[src/rtl/if_prefetch.sv]
// Fetch/prefetch stage: issues 1-cycle-latency word fetches and buffers {pc, word} in a DEPTH-entry FIFO.
// Latency: request N -> instr_valid N+2. Fetching stalls while buffered + in-flight work would overflow the FIFO.
module if_prefetch #(
  parameter int          DEPTH    = 2,
  parameter logic [31:0] RESET_PC = 32'h0000_0000
) (
  input  logic        clk,
  input  logic        reset,
  output logic        imem_req,
  output logic [31:0] imem_addr,
  input  logic        imem_rvalid,
  input  logic [31:0] imem_rdata,
  output logic        instr_valid,
  input  logic        instr_ready,
  output logic [31:0] instr_code,
  output logic [31:0] instr_pc,
  output logic [2:0]  instr_class,
  input  logic        redirect_valid,
  input  logic [31:0] redirect_pc
);

  localparam int PW = (DEPTH > 1) ? $clog2(DEPTH) : 1;
  localparam int CW = PW + 1;
  localparam int OW = CW + 1;
  localparam logic [OW-1:0] DEPTH_W = OW'(DEPTH);

  logic [31:0]   fetch_pc_q, fetch_pc_d;
  logic [31:0]   req_pc_q, req_pc_d;
  logic          outstanding_q, outstanding_d;
  logic          kill_q, kill_d;
  logic [CW-1:0] count_q, count_d;
  logic [PW-1:0] wr_ptr_q, wr_ptr_d;
  logic [PW-1:0] rd_ptr_q, rd_ptr_d;
  logic [31:0]   pc_mem_q [DEPTH];
  logic [31:0]   pc_mem_d [DEPTH];
  logic [31:0]   word_mem_q [DEPTH];
  logic [31:0]   word_mem_d [DEPTH];

  logic          pop;
  logic          push;
  logic [OW-1:0] occupancy;

  always_comb begin
    instr_valid = (count_q != '0);
    pop         = instr_valid & instr_ready;
    // A response landing in a redirect cycle belongs to the old stream, so flush wins over push.
    push        = imem_rvalid & outstanding_q & ~kill_q & ~redirect_valid;
    occupancy   = OW'(count_q) + OW'(outstanding_q) - OW'(pop);
    imem_req    = reset & ~redirect_valid & (occupancy < DEPTH_W);
    imem_addr   = fetch_pc_q;
    instr_code  = instr_valid ? word_mem_q[rd_ptr_q] : 32'h0;
    instr_pc    = instr_valid ? pc_mem_q[rd_ptr_q] : 32'h0;
  end

  always_comb begin
    instr_class = 3'd7;
    case (instr_code[6:0])
      7'b0110011:             instr_class = 3'd0;
      7'b0010011, 7'b0000011: instr_class = 3'd1;
      7'b0100011:             instr_class = 3'd2;
      7'b1100011:             instr_class = 3'd3;
      default:                instr_class = 3'd7;
    endcase
  end

  always_comb begin
    fetch_pc_d    = fetch_pc_q;
    req_pc_d      = req_pc_q;
    outstanding_d = imem_req;
    kill_d        = 1'b0;
    count_d       = count_q;
    wr_ptr_d      = wr_ptr_q;
    rd_ptr_d      = rd_ptr_q;
    pc_mem_d      = pc_mem_q;
    word_mem_d    = word_mem_q;

    if (imem_req) begin
      req_pc_d   = fetch_pc_q;
      fetch_pc_d = fetch_pc_q + 32'd4;
    end
    if (push) begin
      pc_mem_d[wr_ptr_q]   = req_pc_q;
      word_mem_d[wr_ptr_q] = imem_rdata;
      wr_ptr_d             = wr_ptr_q + 1'b1;
    end
    if (pop) begin
      rd_ptr_d = rd_ptr_q + 1'b1;
    end
    case ({push, pop})
      2'b10:   count_d = count_q + 1'b1;
      2'b01:   count_d = count_q - 1'b1;
      default: count_d = count_q;
    endcase

    if (redirect_valid) begin
      count_d    = '0;
      wr_ptr_d   = '0;
      rd_ptr_d   = '0;
      fetch_pc_d = redirect_pc & 32'hFFFF_FFFC;
      kill_d     = outstanding_q;
    end
  end

  always_ff @(posedge clk) begin
    if (!reset) begin
      fetch_pc_q    <= RESET_PC;
      req_pc_q      <= 32'h0;
      outstanding_q <= 1'b0;
      kill_q        <= 1'b0;
      count_q       <= '0;
      wr_ptr_q      <= '0;
      rd_ptr_q      <= '0;
      for (int i = 0; i < DEPTH; i++) begin
        pc_mem_q[i]   <= 32'h0;
        word_mem_q[i] <= 32'h0;
      end
    end else begin
      fetch_pc_q    <= fetch_pc_d;
      req_pc_q      <= req_pc_d;
      outstanding_q <= outstanding_d;
      kill_q        <= kill_d;
      count_q       <= count_d;
      wr_ptr_q      <= wr_ptr_d;
      rd_ptr_q      <= rd_ptr_d;
      pc_mem_q      <= pc_mem_d;
      word_mem_q    <= word_mem_d;
    end
  end

endmodule

[config.mk]
export PLATFORM = sky130hd
export DESIGN_NAME = if_prefetch
export DESIGN_NICKNAME = d
export VERILOG_FILES = /design/src/rtl/if_prefetch.sv
export SDC_FILE = /design/constraint.sdc
export NUM_CORES = 1
export LEC_CHECK = 0
export ABC_AREA = 1
export CAP_MARGIN = 20
export CORE_MARGIN = 10
export CORE_UTILIZATION = 35
export CTS_CLUSTER_DIAMETER = 40
export DETAILED_ROUTE_END_ITERATION = 10
export PLACE_DENSITY = 0.6
export SKIP_CTS_REPAIR_TIMING = 1
export SLEW_MARGIN = 5
export SYNTH_ARGS = -nofsm -noshare
export SYNTH_HDL_FRONTEND = slang
export SYNTH_SLANG_ARGS = --single-unit
[constraint.sdc]
create_clock -name clk -period 9 [get_ports clk]
set_clock_uncertainty 0.05 [all_clocks]
set_input_delay 1.35 -clock clk [delete_from_list [all_inputs] [get_ports clk]]
set_output_delay 1.35 -clock clk [all_outputs]
set_load 0.05 [all_outputs]
; ---- Yosys cells after proc, flatten, opt, wreduce, memory -nomap -nowiden
; Index checks and enable logic that the tools add are counted.
[classes]
multipliers = 0
bitwise = 11
n_lt_le_gt_ge = 4
div_mod_pow = 0
shifts = 0
muxes = 16
eq_ne = 7
add_sub_neg = 7
reduce_logical = 7
[op_table]
columns = op, count
row1 = two-way mux 32 bit, 11
row2 = bitwise mux 64 bit, 2
row3 = "adder 32 x 3 -> 32 bit, second input constant", 1
row4 = demux 32 bit (select 1 bit), 1
row5 = "equality test 7 x 6 -> 1 bit, second input constant", 2
row6 = one-hot mux 3 bit (4 select lines), 1
row7 = "equality test 7 x 2 -> 1 bit, second input constant", 1
row8 = "equality test 7 x 5 -> 1 bit, second input constant", 1
row9 = "equality test 7 bit, second input constant", 1
row10 = bitwise AND 1 bit, 6
row11 = nonzero test 2 bit, 3
row12 = "greater-or-equal comparator 2 bit, second input constant", 2
row13 = inverter 1 -> 2 bit, 2
row14 = one-hot mux 2 bit (2 select lines), 1
row15 = OR reduction 2 bit, 2
row16 = adder 2 x 1 -> 3 bit, 1
row17 = "less-than comparator 3 x 2 -> 1 bit, second input constant", 1
row18 = inverter 1 bit, 3
row19 = subtractor 3 x 1 -> 3 bit, 1
row20 = "adder 1 bit, second input constant", 2
row21 = "adder 2 x 1 -> 2 bit, second input constant", 1
row22 = "equality test 2 x 1 -> 1 bit, second input constant", 1
row23 = "equality test 2 bit, second input constant", 1
row24 = "less-than comparator 2 x 1 -> 1 bit, second input constant", 1
row25 = 3 further kinds, 3
[word_totals]
ff_bits = 198
in_bits = 69
latchBits = 0
memories = 0
ramBits = 0
word_cells = 64
output_inout_bits = 101
mem_bits_ro = 0

; ---- Longest topological paths before layout
[logic_depth]
depth_word = 8
depth_mapped = 19
mapped_depth_nobuf = 17

; ---- Worst setup path before layout
; Ideal clock, no wire load.
[synth_path]
path_type = input to output
startpoint = in instr_ready
endpoint = out imem_req
slack_ps = 4404
t_required_ps = 7600
arrival_ps = 3196
path_stages = 11
n_path_buf = 2
path_cell_list = nand2_1 inv_1 ha_1 or2_2 fa_1 inv_1 nor2_4 nand2_4 inv_2 buf_4 buf_4
[synth_between]
elab_chain_cells = 4
[synth_lines]
columns = element, line_no
row1 = from (decl), 14  ; input logic instr_ready,
row2 = bitwise AND 1 bit, 45  ; pop = instr_valid & instr_ready;
row3 = named net pop, 39  ; logic pop;
row4 = subtractor 3 x 1 -> 3 bit, 48  ; occupancy = OW'(count_q) + OW'(outstanding_q) - OW'(pop);
row5 = less-than comparator 3 x 2 -> 1 bit, 49  ; imem_req = reset & ~redirect_valid & (occupancy < DEPTH_W);
row6 = bitwise AND 1 bit, 49
row7 = to (decl), 9  ; output logic imem_req,
; The timed path passes the listed nets, and every way through them passes these cells.

; ---- Final worst setup path
; Same ends and word-level chain as after synthesis.

==> flow_metrics.env <==
export IMPL_final_cell_mix="o21ai_0, a21oi_1, dfxtp_1"
export IMPL_m1WireLength_um=12040
export IMPL_rows=57
export IMPL_dpl_cell_count=1643
export IMPL_gp_routability_congestion=0.8496
export IMPL_syn_area_mm2=0.008589
export IMPL_vias=7990
export IMPL_grt_max_degree=116
export IMPL_fin_tns_setup_ns=0
export IMPL_power_share_clock=0.411
export IMPL_dp_hpwl_um=16470
export IMPL_synth_top_area_frac=0.4428
export IMPL_highest_layer="met4"
export IMPL_routed_wl_um=24510
export IMPL_crit_fanout=27
export IMPL_drive_above_1_share=0.04515
export IMPL_layout_commonest_cell="o21ai_0"
export IMPL_setup_viol=0
export IMPL_vias_per_cell=4.767
export IMPL_wl_met3_um=2013
export IMPL_final_min_clock_period_ns=5.727
export IMPL_arrival_ns=4.33
export IMPL_power_density_mw_per_mm2=168.0
export IMPL_cts_tree="yes"
export IMPL_placed_area_mm2=0.01034
export IMPL_wl_per_cell_um=14.62
export IMPL_die_h_um=176.7
export IMPL_timing_final_hold_violations=0
export IMPL_p_switching_uw=495.7
export IMPL_core_mm2=0.02425
export IMPL_drv_slew=0
export IMPL_htreeDepth=4
export IMPL_final_cell_count_no_fill=1676
export IMPL_antenna_left=0
export IMPL_drt_pass1_iterations=5
export IMPL_pwr_share_seq=0.486
export IMPL_ios=170
export IMPL_ys_seq_area_frac=0.4428
export IMPL_status="finished, final reports clean"
export IMPL_worstMarginPinSlew_ns=0.9567
export IMPL_fin_crit_sh=0.6363
export IMPL_fp_dieArea_mm2=0.03121
export IMPL_setup_ws_ns=3.273
export IMPL_initial_core_util=0.3542
export IMPL_final_area_mm2=0.01093
export IMPL_fmax_mhz=174.6
export IMPL_detailedPlace_worstSlack_ns=3.291
export IMPL_grt_pass1_wl_um=39030
export IMPL_yosys_warnings=0
export IMPL_yosysTopAreaCell="dfxtp_1"
export IMPL_ys_types=37
export IMPL_p_sw_frac=0.2700
export IMPL_clk_pin_slew_ns=0.07
export IMPL_worst_setup_path_end_kind="output pin"
export IMPL_met2_length_um=10240
export IMPL_crit_type="input port to output pin"
export IMPL_grt_pass1_vias=7272
export IMPL_numCtsBuffers=17
export IMPL_cts_sinks=190
export IMPL_synth_seq_cells=190
export IMPL_drtIter0Drc=549
export IMPL_synthTopCellsByArea="dfxtp_1, o21ai_0, a21oi_1, inv_1, nand2_1"
export IMPL_nets=1411
export IMPL_cp_start_kind="input port"
export IMPL_max_slew_margin=0.3622
export IMPL_clock_latency_ns=0.43
export IMPL_drc=0
export IMPL_syn_mean_instance_area_um2=6.995
export IMPL_syn_inst=1228
export IMPL_required_ns=7.60
export IMPL_area_growth_pct=27.25
export IMPL_grt_overflow_total=0
export IMPL_comb_power_share=0.103
export IMPL_ir_worst_vdd_uv=99.64
export IMPL_cts_buffer_depth=2
export IMPL_rsz0062_at_grt="false"
export IMPL_grtUsageTotal=0.1537
export IMPL_maxCapViolations=0
export IMPL_hold_slack_ns=0.3900
export IMPL_min_path_type="flop to flop"
export IMPL_p_int_mw=1.341
export IMPL_antenna_found_initial=1
export IMPL_clockRootBuffer="clkbuf_16"
export IMPL_p_leak_nw=4.004
export IMPL_dieWidth_um=176.7
export IMPL_port_buffers=163
==> power groups by stage <==
stage | Sequential [mW] | Clock [mW] | Combinational, mW
global placement | 0.912 | 0 | 0.188
floorplan | 0.934 | 0 | 0.0924
CTS | 0.892 | 0.782 | 0.191
global route | 0.897 | 0.812 | 0.210
detailed placement | 0.912 | 0 | 0.189
finish | 0.893 | 0.754 | 0.189
==> flip-flops by register name, summed over array words and instances, names as in the netlist <==
name / cells
count_q: 2
imem_addr: 30
kill_q: 1
rd_ptr_q: 1
wr_ptr_q: 1
req_pc_q: 30
word_mem_q: 64
pc_mem_q: 60
outstanding_q: 1
==> final timing paths <==
path / from / cells past startpoint / slack, ns / to
max: instr_ready / 11 / 3.27 / imem_req
min: pc_mem_q[49] / 2 / 0.39 / pc_mem_q[49]
max reg2reg: count_q[1] / 14 / 5.29 / imem_addr[2]
min reg2reg: pc_mem_q[49] / 2 / 0.39 / pc_mem_q[49]
==> metrics by stage <==
| step | utilization | total power, mW |
|---|---|---|
| 2_1_floorplan | - | 1.026 |
| 3_3_place_gp | 0.4264 | 1.099 |
| 3_5_place_dp | 0.4264 | 1.101 |
| 4_1_cts | 0.4507 | 1.865 |
| 5_1_grt | 0.4507 | 1.919 |
| 6_report | 0.4508 | 1.836 |
==> kinds of logic (layout without fill, tap and decap cells) <==
family / after synthesis / count (layout) / synth area share
compound gates: 444 / 444 / 0.2663
xor+xnor: 7 / 7 / 0.007138
fa+ha+maj: 4 / 4 / 0.006701
buf+inv: 276 / 396 / 0.1273
flops: 190 / 190 / 0.4428
other cells: 1 / 5 / 0.0004366
simple gates: 306 / 306 / 0.1493
==> worst max-delay path: stages <==
cell and delay, ns:
clkdlybuf4s50_1 0.46, nand2_1 0.07, inv_1 0.11, ha_1 0.23
or2_2 0.30, fa_1 0.48, inv_1 0.06, nor2_4 0.12
nand2_4 0.20, inv_2 0.12, clkdlybuf4s50_1 0.81
==> cells in the mapped netlist <==
cell        n
nand3b_1    3
nor2_4      2
o21ai_1     3
a21o_1      1
buf_2      19
nor3_1     11
a31oi_1     6
a21oi_1   206
or2_2       2
xor2_1      6
nor2_2      2
clkinv_1    1
inv_2       5
nand3_1    34
nand4_1     5
dfxtp_1   190
o21bai_1    1
o211ai_1    2
a32o_1      1
buf_6       1
clkbuf_1   52
a22oi_1     2
nand2_2     1
nor2_1    100
a211oi_1    3
o21ai_0   215
buf_4       7
xnor2_1     1
ha_1        3
buf_1       3
conb_1      1
nor3b_1     1
fa_1        1
inv_1     188
nand2_4     3
a211oi_2    4
nand2_1   142
==> layout make-up <==
| cell class | instances | area (µm²) |
|---|---|---|
| Fill cell | 2534 | 13320 |
| Sequential cell | 190 | 3807 |
| Multi-Input combinational cell | 765 | 3716 |
| Timing Repair Buffer | 170 | 1682 |
| Inverter | 194 | 729.5 |
| Clock buffer | 18 | 439.2 |
| Tap cell | 324 | 405.4 |
| Clock inverter | 14 | 148.9 |
| Antenna cell | 1 | 2.502 |
==> routing by layer <==
metal	up-vias	global-route usage
met2	229	0.2269
met1	3543	0.2096
met5	-	0
li1	4204	-
met3	14	0.05121
met4	0	0.04133
Note: power is estimated with default switching activity, not from simulation.
